## config.mk

```make
export PLATFORM = sky130hd
export DESIGN_NAME = int_arbiter_flat
export DESIGN_NICKNAME = d
export VERILOG_FILES = /design/src/rtl/int_arbiter_if.sv /design/src/rtl/int_arbiter.sv /design/src/flat_wrapper.sv
export SDC_FILE = /design/constraint.sdc
export NUM_CORES = 1
export LEC_CHECK = 0
export ABC_AREA = 1
export CORE_UTILIZATION = 54
export DETAILED_ROUTE_END_ITERATION = 8
export DONT_BUFFER_PORTS = 1
export GPL_ROUTABILITY_DRIVEN = 0
export PLACE_DENSITY = 0.83
export SLEW_MARGIN = 10
export SYNTH_ARGS = -nofsm -noshare
export SYNTH_HDL_FRONTEND = slang
export SYNTH_SLANG_ARGS = --single-unit
export TNS_END_PERCENT = 5
```

## constraint.sdc

```tcl
create_clock -name clk -period 1.2 [get_ports clk]
set_clock_uncertainty 0.1 [all_clocks]
set_input_delay 0.06 -clock clk [delete_from_list [all_inputs] [get_ports clk]]
set_output_delay 0.06 -clock clk [all_outputs]
set_load 0.03 [all_outputs]
```

## src/rtl/int_arbiter_if.sv

```systemverilog
// Port bus and request/acknowledge signals of int_arbiter.
// The processor side uses the master modport and the arbiter uses the slave modport.
interface int_arbiter_if #(
    parameter int NUM_SRC = 4
);
    logic [NUM_SRC-1:0] src_in;
    logic [7:0]         port_id;
    logic [7:0]         out_port;
    logic               write_strobe;
    logic               interrupt_ack;
    logic               interrupt;
    logic [7:0]         rd_data;
    logic               sel;

    modport master (
        output src_in, port_id, out_port, write_strobe, interrupt_ack,
        input  interrupt, rd_data, sel
    );

    modport slave (
        input  src_in, port_id, out_port, write_strobe, interrupt_ack,
        output interrupt, rd_data, sel
    );
endinterface

```

## src/rtl/int_arbiter.sv

```systemverilog
// Interrupt arbiter sitting in front of kcpsm6.
// It synchronises the raw event lines, latches their rising edges as pending bits,
// and masks them. It presents the highest-priority request and holds a service
// state until software writes end-of-interrupt.

// Per-source cell: synchroniser, edge detector and pending latch.
module int_arbiter_src (
    input  logic clk,
    input  logic rst,
    input  logic src,
    input  logic clr,
    output logic lvl,
    output logic pend
);
    logic s1, s2, prev, src_edge;

    // Two-flop synchroniser followed by a delay stage used for edge detection.
    always_ff @(posedge clk or posedge rst) begin
        if (rst) begin
            s1   <= 1'b0;
            s2   <= 1'b0;
            prev <= 1'b0;
        end else begin
            s1   <= src;
            s2   <= s1;
            prev <= s2;
        end
    end

    assign src_edge = s2 & ~prev;
    assign lvl      = s2;

    // Pending latch. A fresh edge beats a clear that arrives in the same cycle,
    // so an event is never lost to a racing W1C or acknowledge.
    always_ff @(posedge clk or posedge rst) begin
        if (rst) pend <= 1'b0;
        else     pend <= src_edge | (pend & ~clr);
    end
endmodule

module int_arbiter #(
    parameter int          NUM_SRC    = 4,
    parameter logic [7:0]  BASE_ADDR  = 8'h10,
    parameter logic [7:0]  RESET_MASK = 8'h00
) (
    input logic          clk,
    input logic          rst,
    int_arbiter_if.slave bus
);
    typedef enum logic [1:0] {ST_IDLE, ST_ASSERT, ST_SERVICE} state_t;

    state_t             state, state_nx;
    logic               intr_q;
    logic [NUM_SRC-1:0] pending, s2_lvl, mask, eligible;
    logic [NUM_SRC-1:0] wr_clr, ack_clr, clr;
    logic [2:0]         winner, vec_id;
    logic               vec_valid, any_elig, take_ack, in_service;
    logic               sel_hit, wr_en, eoi;
    logic [1:0]         offset;
    logic [7:0]         rd;
    logic               unused_wdata;

    // One synchroniser/pending cell per request line.
    for (genvar i = 0; i < NUM_SRC; i++) begin : g_src
        int_arbiter_src u_src (
            .clk  (clk),
            .rst  (rst),
            .src  (bus.src_in[i]),
            .clr  (clr[i]),
            .lvl  (s2_lvl[i]),
            .pend (pending[i])
        );
    end

    // Port decode. The block owns four consecutive addresses.
    assign sel_hit = (bus.port_id[7:2] == BASE_ADDR[7:2]);
    assign offset  = bus.port_id[1:0];
    assign wr_en   = sel_hit & bus.write_strobe;
    assign eoi     = wr_en && (offset == 2'd2);
    assign wr_clr  = (wr_en && (offset == 2'd0)) ? bus.out_port[NUM_SRC-1:0] : '0;

    // Data bits above NUM_SRC have no storage behind them.
    assign unused_wdata = ^bus.out_port;

    assign eligible = pending & mask;
    assign any_elig = |eligible;

    // Fixed priority: the lowest index wins, so scan from the top down.
    always_comb begin
        winner = 3'd0;
        for (int i = NUM_SRC - 1; i >= 0; i--)
            if (eligible[i]) winner = 3'(i);
    end

    // State register. The interrupt flop follows the state being entered.
    always_ff @(posedge clk or posedge rst) begin
        if (rst) begin
            state  <= ST_IDLE;
            intr_q <= 1'b0;
        end else begin
            state  <= state_nx;
            intr_q <= (state_nx == ST_ASSERT);
        end
    end

    // Next-state logic. An acknowledge takes precedence over the request vanishing.
    always_comb begin
        state_nx = state;
        case (state)
            ST_IDLE:    if (any_elig) state_nx = ST_ASSERT;
            ST_ASSERT: begin
                if (bus.interrupt_ack)  state_nx = ST_SERVICE;
                else if (!any_elig)     state_nx = ST_IDLE;
            end
            ST_SERVICE: if (eoi) state_nx = ST_IDLE;
            default:    state_nx = ST_IDLE;
        endcase
    end

    // FSM outputs. An acknowledge only counts while a request is being presented.
    always_comb begin
        take_ack   = (state == ST_ASSERT) && bus.interrupt_ack;
        in_service = (state == ST_SERVICE);
    end

    // Build a one-hot clear for the source that was acknowledged.
    always_comb begin
        ack_clr = '0;
        for (int i = 0; i < NUM_SRC; i++)
            ack_clr[i] = take_ack && any_elig && (winner == 3'(i));
    end

    assign clr = wr_clr | ack_clr;

    // Latch the vector when the acknowledge arrives. An empty acknowledge reports 7 and invalid.
    always_ff @(posedge clk or posedge rst) begin
        if (rst) begin
            vec_id    <= 3'd0;
            vec_valid <= 1'b0;
        end else if (take_ack) begin
            vec_id    <= any_elig ? winner : 3'd7;
            vec_valid <= any_elig;
        end
    end

    // Software mask register.
    always_ff @(posedge clk or posedge rst) begin
        if (rst)                              mask <= RESET_MASK[NUM_SRC-1:0];
        else if (wr_en && (offset == 2'd1))   mask <= bus.out_port[NUM_SRC-1:0];
    end

    // Read-back mux. It drives zero when another block owns the port address.
    always_comb begin
        rd = 8'h00;
        if (sel_hit) begin
            case (offset)
                2'd0: rd[NUM_SRC-1:0] = pending;
                2'd1: rd[NUM_SRC-1:0] = mask;
                2'd2: rd = {vec_valid, in_service, 3'b000, vec_id};
                default: rd[NUM_SRC-1:0] = s2_lvl;
            endcase
        end
    end

    assign bus.rd_data   = rd;
    assign bus.sel       = sel_hit;
    assign bus.interrupt = intr_q;
endmodule

```

## src/flat_wrapper.sv

```systemverilog
// flat-port wrapper written by rule: the top's interface ports become plain ports
module int_arbiter_flat 
#(
    parameter int          NUM_SRC    = 4,
    parameter logic [7:0]  BASE_ADDR  = 8'h10,
    parameter logic [7:0]  RESET_MASK = 8'h00
)
  (clk, rst, bus_src_in, bus_port_id, bus_out_port, bus_write_strobe, bus_interrupt_ack, bus_interrupt, bus_rd_data, bus_sel);
  int_arbiter_if #(.NUM_SRC(NUM_SRC)) bus_i ();
  input logic clk;
  input logic rst;
  input wire logic [$bits(bus_i.src_in)-1:0] bus_src_in;
  input wire logic [$bits(bus_i.port_id)-1:0] bus_port_id;
  input wire logic [$bits(bus_i.out_port)-1:0] bus_out_port;
  input wire logic [$bits(bus_i.write_strobe)-1:0] bus_write_strobe;
  input wire logic [$bits(bus_i.interrupt_ack)-1:0] bus_interrupt_ack;
  output wire logic [$bits(bus_i.interrupt)-1:0] bus_interrupt;
  output wire logic [$bits(bus_i.rd_data)-1:0] bus_rd_data;
  output wire logic [$bits(bus_i.sel)-1:0] bus_sel;
  assign bus_i.src_in = bus_src_in;
  assign bus_i.port_id = bus_port_id;
  assign bus_i.out_port = bus_out_port;
  assign bus_i.write_strobe = bus_write_strobe;
  assign bus_i.interrupt_ack = bus_interrupt_ack;
  assign bus_interrupt = bus_i.interrupt;
  assign bus_rd_data = bus_i.rd_data;
  assign bus_sel = bus_i.sel;
  int_arbiter #(.NUM_SRC(NUM_SRC), .BASE_ADDR(BASE_ADDR), .RESET_MASK(RESET_MASK)) u_core (.clk(clk), .rst(rst), .bus(bus_i));
endmodule
```

# == Word-level counts from Yosys, hierarchy flattened ==
# Cells that the tools add are included.
# op_classes
n_reduce_logical,13
n_mux,14
bitwise,23
eq_ne,9
# op_table
operator,n
2-bit 2-to-1 mux,8
4-bit case mux with 3 select lines,1
1-bit AND,9
1-bit logical AND,9
"2-bit by 1-bit equality test with 1-bit output, second input constant",4
"2-bit equality test, second input constant",4
4-bit 2-to-1 mux,2
8-bit 2-to-1 mux,1
1-bit inverter,8
"6-bit by 3-bit equality test with 1-bit output, second input constant",1
2-bit case mux with 3 select lines,1
4-bit AND,1
2-bit logical NOT,2
1-bit OR,4
4-bit OR,1
4-bit OR reduction,1
3-bit logical NOT,1
3-bit 2-to-1 mux,1
# totals
word_cells,80
register_bits,27
inputBits,24
output_inout_bits,10

# == Logic depth before layout (Yosys ltp) ==
# Gate-level depths: netlist of the first run.
# depth
depth_word,11
ltp_mapped,7
ltp_nobuf,7

# == Modules after synthesis ==
# Synthesis of the first run repeated with hierarchy kept, for this count alone.
# hier_totals
cells_unflattened,158
area_unflattened_um2,1288.7
# modules_own_cells
mod,cells_per_inst,seq_area_each_um2,area_each_um2,instances
int_arbiter,118,275.3,798.3,1
int_arbiter_src,10,100.1,122.6,4

# == Worst setup path before layout of the first run ==
# No wires, ideal clock.
# synth_timing
path_type,register to output
start,reg u_core.state[1]
end,out bus_rd_data[6]
t_required_ps,1040
setup_slack_ps,-386
path_buffers,0
stages_incl_launch_ff,3
t_arrival_ps,1426
cell_sequence,dfrtp_1 > inv_1 > nor4_1
# synth_via
elab_chain_cells,3
# synth_lines
element,line_no,source
start: declaration,int_arbiter.sv:52,"state_t state, state_nx;"
start signal: assignment,int_arbiter.sv:101,state <= state_nx;
2-bit equality test,int_arbiter.sv:123,in_service = (state == ST_SERVICE);
4-bit 2-to-1 mux,int_arbiter.sv:156,case (offset)
8-bit 2-to-1 mux,int_arbiter.sv:155,if (sel_hit) begin
end: declaration,flat_wrapper.sv:18,output wire logic [$bits(bus_i.rd_data)-1:0] bus_rd_data;
# No other way between the ends.

# == Worst setup path in the final report of the first run ==
# layout_timing
start,reg u_core.g_src[1].u_src.pend
end,out bus_rd_data[1]
# layout_via
elab_chain_cells,2
# layout_lines
element,line_no,source
start: declaration,int_arbiter.sv:13,output logic pend
start signal: assignment,int_arbiter.sv:37,else pend <= src_edge | (pend & ~clr);
4-bit case mux with 3 select lines,int_arbiter.sv:156,
8-bit 2-to-1 mux,int_arbiter.sv:155,
# No other way between the ends.

==> results of run 1 <==
==> state kept, by name, indices dropped and copies added (netlist names) <==
signal / flops
u_core.vec_valid: 1
u_core.g_src.u_src.pend: 4
u_core.state: 2
u_core.g_src.u_src.prev: 4
u_core.vec_id: 3
u_core.mask: 4
u_core.g_src.u_src.lvl: 4
u_core.g_src.u_src.s1: 4
u_core.bus.interrupt: 1
==> worst reg2reg max path, stage by stage, from the launching register on <==
cell and delay, ps:
dfrtp_1 410, buf_4 150, nor2_4 110, buf_4 150, nand4_1 100, nand3_1 120
nand2_1 50
==> metrics by stage <==
| stage | cell area [sq um] | hold slack (ps) | std cells | setup TNS, ps |
|---|---|---|---|---|
| 2_1_floorplan | 1240 | -8.57 | 141 | -4.05 |
| 3_3_place_gp | 1370 | -79.1 | 180 | 0 |
| 3_5_place_dp | 1370 | -76.5 | 180 | -4.14 |
| 4_1_cts | 1580 | 17.3 | 202 | -960 |
| 5_1_grt | 1630 | 45.8 | 204 | -2190 |
| 6_report | 1630 | 21.0 | 204 | -1230 |
==> power groups by stage <==
stage          Combinational (mW)  Sequential, mW  Clock (mW)
2_1_floorplan               0.228            1.12           0
3_3_place_gp                0.298            1.12           0
3_5_place_dp                0.312            1.13           0
4_1_cts                     0.402            1.10       0.379
5_1_grt                     0.463            1.12       0.415
6_report                    0.422            1.11       0.386
==> cells by family after synthesis <==
logic type	count (synthesis)	share of synthesized area, %
AOI/OAI and AO/OA	7	4.20
and+or+nand+nor	85	33.5
other	1	0.307
DFF	27	55.3
buffers and inverters	20	6.75
==> final timing paths <==
check | from | endpoint | cells after the start
min in group asynchronous | rst | u_core.g_src[3].u_src.s1 | 3
worst min register to register | u_core.g_src[1].u_src.s1 | u_core.g_src[1].u_src.lvl | 0
max in group asynchronous | rst | u_core.g_src[3].u_src.pend | 3
worst min-delay path | bus_write_strobe | u_core.mask[1] | 4
worst max-delay path | u_core.g_src[1].u_src.pend | bus_rd_data[1] | 4
worst max register to register | u_core.state[1] | u_core.g_src[1].u_src.pend | 6
==> cells in the mapped netlist, drive strengths merged (2+ instances only) <==
| cell type | number | area [sq um] |
|---|---|---|
| a31oi | 2 | 12.5 |
| a41oi | 3 | 26.3 |
| buf | 2 | 15.0 |
| dfrtp | 27 | 676 |
| inv | 17 | 63.8 |
| nand2 | 52 | 200 |
| nand3 | 12 | 72.6 |
| nand4 | 3 | 18.8 |
| nor2 | 16 | 106 |
==> final cells by class <==
class | count | area [sq um]
fillers | 134 | 415
repair buffers | 34 | 309
clock buffers | 4 | 26.3
inverters | 18 | 67.6
well taps | 27 | 33.8
flip-flops and latches | 27 | 676
multi-input cells | 94 | 514
==> repair_timing <==
item | CTS | global route
endpoints found under the setup margin | 8 | 17
hold buffers | 14 | 0
pin swaps | 3 | 1
hold endpoints to repair | 43 | 0
gates resized for setup | 6 | 7
buffers inserted | 4 | 2
==> layer usage <==
layer	up-vias	global-route usage (%)
met5	-	0
met4	0	8.57
met3	4	2.16
met2	66	45.9
met1	532	32.1
li1	517	-
==> summary.md, run 1 <==
| Metric | Value |
|---|---|
| Status | `finished, violations left` |
| Failing checks | `negative setup slack` |
| Worst IR drop on VDD | `0.000837 V` |
| Drc violations | `0` |
| Share of layout cells above drive strength 1 | `24.9%` |
| Final WL | `2.90 mm` |
| Switch share | `30.2%` |
| Unique masters post-synth | `21` |
| Post-DP HPWL | `1.87 mm` |
| Inserted Diodes | `0` |
| Total power | `1.92 mW` |
| Metal2 WL | `1.50 mm` |
| DR WL/cell | `14.2 um` |
| Gate power share | `22.0%` |
| First-pass GRT wire length | `4.76 mm` |
| Starting Density | `59.9%` |
| Minimum clock period | `1390 ps` |
| Final Max Tran Viols | `0` |
| Initial antenna violation count | `0` |
| Int Pwr | `1.34 mW` |
| Routed via count | `1119` |
| DRT iter0 DRCs | `44` |
| Crit path max fanout | `3` |
| Crit path max-delay family | `flip-flops` |
| Power Dens Cells | `1180 mW/mm^2` |
| Worst Setup End Kind | `primary output` |
| Final setup violation count | `15` |
| Top Layer Used | `met4` |
| Startpoint types | `flip-flop` |
| Synth async-reset ratio | `100%` |
| Final hold violations | `0` |
| DRT met1 WL | `1.16 mm` |
| Main synth FF type | `dfrtp_1` |
| Clk network pwr share | `20.2%` |
| Hold Path Class | `in2reg` |
| Area of the die | `0.00246 sq mm` |
| Number of global-route vias before repair | `1085` |
| Die height | `49.6 um` |
| Flops & latches, synth | `27` |
| CTS buffer count | `3` |
| Seq/Total Area, Yosys | `55.3%` |
| F_max | `717 MHz` |
| Tcrit/Tclk final | `116%` |
| Num ports | `34` |
| CP max stage delay | `390 ps` |
| R2R Setup Slk | `-110 ps` |
| CORE AREA | `0.00204 sq mm` |
| Setup ws final | `-194 ps` |
| Buf+Inv Stages, Crit Path | `2` |
| NetSw | `578 uW` |
| EDFF count, synth | `0` |
| Port buffer count | `0` |
| H-tree levels | `1` |
| GRT overflow | `0` |
| Global Route Usage Sum | `25.6%` |
| RSZ-0062 raised after global routing | `true` |
| Pin count of the biggest net entering global routing | `28` |
| Area grow syn2layout | `33.1%` |
| Clock Latency Late Sink | `320 ps` |
| Sequential power share | `57.8%` |
| Post-Syn Area | `0.00122 sq mm` |
| Arr. time, crit path | `1230 ps` |
| Crit Path Class | `reg2out` |
| # rows | `16` |
| Routed vias/inst | `5.49` |
| Crit path cell chain | `buf_6 > nand2_4 > a41oi_2 > buf_6` |
| Most frequent cells in the layout | `48 x nand2_1, 27 x dfrtp_1, 15 x buf_4` |
| CTS max path bufs | `2` |
| Sink Count | `27` |
| NumNets Final | `202` |
| Max-Cap Viols | `0` |
| Cell count after synthesis | `140` |
| Final core occ | `79.7%` |
| Clk slew on worst S/H paths | `130 ps` |
| CP max-delay cell | `dfrtp_1` |
| Crit path top cell by count | `buf_6` |
| Worst EP required | `1040 ps` |
| Remaining antenna violation count after routing | `0` |
| CTS tree | `built` |
| Avg Cell Area, Syn | `8.73 sq um` |
| Die W | `49.6 um` |
| Leakage | `0.818 nW` |
| Routed wl met3 | `220 um` |
| Pre-CTS setup slack | `-4.14 ps` |
| Pre-antenna DRT Iters | `4` |
| Yosys Warn Count | `0` |
| CTS Root Cell | `clkbuf_4` |
| Most common cell after layout, fill and taps aside | `nand2_1` |
Power figures use the tool's default switching activity.
==> inputs of run 2 (changes only) <==
- CORE_UTILIZATION: 54 -> 58
- CTS_BUF_LIST: default -> sky130_fd_sc_hd__clkbuf_4
- PLACE_DENSITY: 0.83 -> 0.87
==> run 2 against run 1 <==
Against the previous run:
- critical path type unchanged
- cell count increased by 0.98%
- sequential cell count did not move
- wire length is 9.7% higher
- first-iteration DRC count up 36%
- critical path depth did not move
- combinational power up 3%
- die area is 6.6% lower
- the run ends with negative hold slack, negative setup slack left
- largest power group unchanged
- setup slack worse by 67 ps
==> summary.md, run 2 (synthesis results as in run 1) <==
| Metric | Value |
|---|---|
| Final WL | `3.18 mm (was 2.90 mm)` |
| Share of layout cells above drive strength 1 | `27.4% (was 24.9%)` |
| CTS buffer count | `3 (unchanged)` |
| Arr. time, crit path | `1300 ps (was 1230 ps)` |
| Total power | `1.97 mW (was 1.92 mW)` |
| Status | `finished, violations left (unchanged)` |
| Startpoint types | `flip-flop (unchanged)` |
| Final Max Tran Viols | `0 (unchanged)` |
| Routed vias/inst | `5.60 (was 5.49)` |
| Failing checks | `negative hold slack, negative setup slack (was negative setup slack)` |
| CTS Root Cell | `clkbuf_4 (unchanged)` |
| GRT overflow | `0 (unchanged)` |
| Area grow syn2layout | `37.7% (was 33.1%)` |
| DRT iter0 DRCs | `60 (was 44)` |
| Number of global-route vias before repair | `966 (was 1085)` |
| Clock Latency Late Sink | `350 ps (was 320 ps)` |
| CTS tree | `built (unchanged)` |
| Inserted Diodes | `0 (unchanged)` |
| Setup ws final | `-261 ps (was -194 ps)` |
| Worst Setup End Kind | `primary output (unchanged)` |
| Most frequent cells in the layout | `45 x nand2_1, 27 x dfrtp_1, 14 x inv_1, 14 x dlygate4sd3_1, 13 x buf_4 (was 48 x nand2_1, 27 x dfrtp_1, 15 x buf_4)` |
| First-pass GRT wire length | `4.11 mm (was 4.76 mm)` |
| Post-DP HPWL | `1.77 mm (was 1.87 mm)` |
| Worst IR drop on VDD | `0.00131 V (was 0.000837 V)` |
| CTS max path bufs | `2 (unchanged)` |
| Tcrit/Tclk final | `122% (was 116%)` |
| Final core occ | `85.8% (was 79.7%)` |
| Crit Path Class | `reg2out (unchanged)` |
| Max-Cap Viols | `0 (unchanged)` |
| Drc violations | `0 (unchanged)` |
| Most common cell after layout, fill and taps aside | `nand2_1 (unchanged)` |
| Num ports | `34 (unchanged)` |
| Final setup violation count | `13 (was 15)` |
| Crit path max fanout | `2 (was 3)` |
| Area of the die | `0.00230 sq mm (was 0.00246 sq mm)` |
| Global Route Usage Sum | `27.6% (was 25.6%)` |
| F_max | `684 MHz (was 717 MHz)` |
| Starting Density | `62.3% (was 59.9%)` |
| Minimum clock period | `1460 ps (was 1390 ps)` |
| Final hold violations | `1 (was 0)` |
| Pin count of the biggest net entering global routing | `28 (unchanged)` |
| RSZ-0062 raised after global routing | `true (unchanged)` |
| Remaining antenna violation count after routing | `0 (unchanged)` |
| Worst EP required | `1040 ps (about the same)` |
| Port buffer count | `0 (unchanged)` |
| Die height | `47.9 um (was 49.6 um)` |
| Initial antenna violation count | `0 (unchanged)` |
| DR WL/cell | `15.5 um (was 14.2 um)` |
| # rows | `16 (unchanged)` |
| Hold Path Class | `in2reg (unchanged)` |
| Leakage | `0.821 nW (was 0.818 nW)` |
| Pre-antenna DRT Iters | `4 (unchanged)` |
| Clk slew on worst S/H paths | `160 ps (was 130 ps)` |
| Routed via count | `1153 (was 1119)` |
| Min Hold Slack | `-16.1 ps (was 21.0 ps)` |
| Power Dens Cells | `1170 mW/mm^2 (was 1180 mW/mm^2)` |
| Sink Count | `27 (unchanged)` |
| H-tree levels | `1 (unchanged)` |
| NumNets Final | `204 (was 202)` |
| Die W | `47.9 um (was 49.6 um)` |
| CORE AREA | `0.00196 sq mm (was 0.00204 sq mm)` |
==> run 2: timing repair <==
| item | CTS | global route |
|---|---|---|
| hold buffers | 16 | 0 |
| pin swaps | 2 | 7 |
| buffers inserted | 3 | 3 |
| gates resized for setup | 7 | 14 |
| endpoints found under the hold margin | 44 | 0 |
| setup endpoints to repair | 9 | 17 |
==> run 2: layout make-up <==
class                           count  area, sq um
Tap cell                           27         33.8
Clock buffer                        3         22.5
Fill cell                         106          279
Multi-Input combinational cell     94          534
Sequential cell                    27          676
Timing Repair Buffer               36          342
Inverter                           18         67.6
Clock inverter                      1         7.51
==> run 2: routing by layer <==
layer	track usage (%)	wire (um)	part of all wire (%)
met5	0	0	0
met2	44.6	1640	51
met4	22.8	82	2.6
met1	30.8	1200	38
met3	6.42	265	8.3
==> run 2: critical path, stage by stage (launching register included) <==
cell	delay (ps)
dfrtp_1	420
buf_6	120
nand2_2	50
a41oi_2	220
buf_6	160
==> run 2: final timing paths <==
kind	to	startpoint	slack, ps	cells after the start
setup / recovery	bus_rd_data[1]	u_core.g_src[1].u_src.pend	-260	4
setup reg to reg	u_core.g_src[1].u_src.pend	u_core.state[0]	-130	7
min in group asynchronous	u_core.g_src[2].u_src.s1	rst	90	3
hold / removal	u_core.mask[2]	bus_port_id[1]	-20	4
hold reg to reg	u_core.g_src[1].u_src.lvl	u_core.g_src[1].u_src.s1	270	0
max in group asynchronous	u_core.mask[0]	rst	650	3
==> run 2: power breakdown <==
part / total (mW) / leakage, nW / switching (mW) / internal (mW)
clock network: 0.410 / 0.0139 / 0.282 / 0.128
logic: 0.434 / 0.489 / 0.253 / 0.181
registers: 1.12 / 0.318 / 0.0922 / 1.03
==> run 2: per-stage QoR <==
step	setup TNS (ps)	hold slack, ps	instances	cell area (sq um)	worst slack, ps
2_1_floorplan	-4.05	-8.57	141	1240	-4.05
5_1_grt	-2400	-12.2	206	1680	-291
3_5_place_dp	0	-77.6	180	1370	10.9
6_report	-1480	-16.1	206	1680	-261
4_1_cts	-1080	9.70	203	1600	-228
3_3_place_gp	0	-78.2	180	1370	46.6
==> inputs of run 3 (changes only) <==
- CORE_UTILIZATION: 58 -> 64
- PLACE_DENSITY: 0.87 -> 0.91
- TNS_END_PERCENT: 5 -> default
- clock period: 1.2 -> 1.6 ns (I/O delays scaled with it)
==> run 3 against run 2 <==
Against the previous run:
- sequential power is 25% lower
- first-iteration DRC count is 40% lower
- total power is 30% lower
- clock power is 25% lower
- combinational power is 46% lower
- sequential cell count stayed put
- register-to-register slack better by 390 ps
- design area is 11% lower
- the run now ends clean
- die area is 9.0% lower
- hold slack better by 44 ps
==> summary.md, run 3 (synthesis results as in run 1) <==
| Metric | Value |
|---|---|
| H-tree levels | `1 (unchanged)` |
| Crit path max fanout | `3 (was 2)` |
| Number of global-route vias before repair | `1078 (was 966)` |
| CTS buffer count | `3 (unchanged)` |
| F_max | `687 MHz` |
| Minimum clock period | `1460 ps` |
| GRT overflow | `0 (unchanged)` |
| Post-CTS Setup Bufs | `0 (was 3)` |
| Worst EP required | `1420 ps (was 1040 ps)` |
| Area of the die | `0.00209 sq mm (was 0.00230 sq mm)` |
| Num ports | `34 (unchanged)` |
| Max-Cap Viols | `0 (unchanged)` |
| Pin count of the biggest net entering global routing | `28 (unchanged)` |
| CORE AREA | `0.00176 sq mm (was 0.00196 sq mm)` |
| Arr. time, crit path | `1280 ps (was 1300 ps)` |
| Clk slew on worst S/H paths | `140 ps (was 160 ps)` |
| DR WL/cell | `15.5 um (about the same)` |
| Fill count | `102 (was 106)` |
| Startpoint types | `flip-flop (unchanged)` |
| Most frequent cells in the layout | `50 x nand2_1, 27 x dfrtp_1, 17 x dlygate4sd3_1 (was 45 x nand2_1, 27 x dfrtp_1, 14 x inv_1, 14 x dlygate4sd3_1, 13 x buf_4)` |
| Post-DP HPWL | `1.86 mm (was 1.77 mm)` |
| CP max-delay cell | `dfrtp_1 (unchanged)` |
| Final core occ | `85.1% (was 85.8%)` |
| Status | `finished, final reports clean (was finished, violations left)` |
| Area grow syn2layout | `22.8% (was 37.7%)` |
| CTS tree | `built (unchanged)` |
| First-pass GRT wire length | `4.57 mm (was 4.11 mm)` |
| CTS hold repair buffers | `17 (was 16)` |
| Routed vias/inst | `5.70 (was 5.60)` |
| Tcrit/Tclk final | `91.0%` |
| Clock Latency Late Sink | `320 ps (was 350 ps)` |
| RSZ-0062 raised after global routing | `false (was true)` |
| Min Hold Slack | `27.7 ps (was -16.1 ps)` |
| Crit path cell chain | `inv_1 > nor4_2 > buf_4 (was buf_6 > nand2_2 > a41oi_2 > buf_6)` |
| NumNets Final | `192 (was 204)` |
| Placed cells | `171 (was 180)` |
| Initial antenna violation count | `0 (unchanged)` |
| CP max stage delay | `420 ps (about the same)` |
| Cell Area, Placed | `0.00130 sq mm (was 0.00137 sq mm)` |
| Pre-antenna DRT Iters | `4 (unchanged)` |
| Final hold violations | `0 (was 1)` |
| Routed via count | `1094 (was 1153)` |
| Leakage | `0.749 nW (was 0.821 nW)` |
| Power Dens Cells | `918 mW/mm^2 (was 1170 mW/mm^2)` |
| Inserted Diodes | `0 (unchanged)` |
| Crit Path Class | `reg2out (unchanged)` |
| Worst IR drop on VDD | `0.000804 V (was 0.00131 V)` |
| Finished Layout Cells | `192 (was 206)` |
| Most common cell after layout, fill and taps aside | `nand2_1 (unchanged)` |
| Hold Path Class | `in2reg (unchanged)` |
| Global Route Usage Sum | `32.5% (was 27.6%)` |
| TNS Setup | `0 ps (was -1480 ps)` |
| Design Area, Final | `0.00150 sq mm (was 0.00168 sq mm)` |
| Share of layout cells above drive strength 1 | `15.6% (was 27.4%)` |
| CTS max path bufs | `2 (unchanged)` |
| Final Max Tran Viols | `0 (unchanged)` |
| Remaining antenna violation count after routing | `0 (unchanged)` |
| Setup ws final | `145 ps (was -261 ps)` |
| Die height | `45.7 um (was 47.9 um)` |
| Crit path max-delay family | `flip-flops (unchanged)` |
| Sink Count | `27 (unchanged)` |
| # rows | `15 (was 16)` |
| Total power | `1.38 mW (was 1.97 mW)` |
| Pre-CTS setup slack | `301 ps (was 10.9 ps)` |
| Worst Setup End Kind | `primary output (unchanged)` |
| Final setup violation count | `0 (was 13)` |
| Post-cts sizing count | `0 (was 7)` |
| Die W | `45.7 um (was 47.9 um)` |
| Drc violations | `0 (unchanged)` |
| Buf+Inv Stages, Crit Path | `2 (unchanged)` |
| Starting Density | `69.3% (was 62.3%)` |
| Port buffer count | `0 (unchanged)` |
| CTS Root Cell | `clkbuf_4 (unchanged)` |
| Final WL | `2.98 mm (was 3.18 mm)` |
| DRT iter0 DRCs | `36 (was 60)` |
==> run 3: area by class of cell <==
cell class | count | area, sq um | share of cell area, %
well taps | 25 | 31.3 | 2.08
clock buffers | 4 | 30.0 | 2.00
flip-flops and latches | 27 | 676 | 45.0
multi-input cells | 94 | 474 | 31.6
repair buffers | 24 | 223 | 14.8
inverters | 18 | 67.6 | 4.50
==> run 3: report_power, final <==
part / leakage, nW / internal [mW] / switching [mW]
clock: 0.0184 / 0.115 / 0.193
sequential: 0.318 / 0.772 / 0.0666
combinational: 0.414 / 0.0856 / 0.147
==> run 3: path summary, 6_finish.rpt <==
kind / startpoint / to / slack [ps] / cells past startpoint
min in group asynchronous: rst / u_core.g_src[3].u_src.lvl / 140 / 3
hold / removal: bus_port_id[1] / u_core.state[1] / 30 / 5
setup reg to reg: u_core.state[0] / u_core.g_src[2].u_src.pend / 260 / 7
setup / recovery: u_core.state[1] / bus_rd_data[6] / 140 / 3
hold reg to reg: u_core.g_src[1].u_src.s1 / u_core.g_src[1].u_src.lvl / 270 / 0
max in group asynchronous: rst / u_core.g_src[1].u_src.prev / 1000 / 3
==> run 3: worst reg2reg max path, delay by kind of cell (launching register included) <==
family | cells | cell delay (ps)
flops | 1 | 420
buf+inv | 1 | 90
simple gates | 6 | 630
==> run 3: routing by layer <==
metal	global-route usage, %	wire length (um)	up-vias
met4	15.3	93	0
li1	-	-	491
met5	0	0	-
met3	8.73	296	15
met1	34.8	1050	512
met2	58.9	1540	76
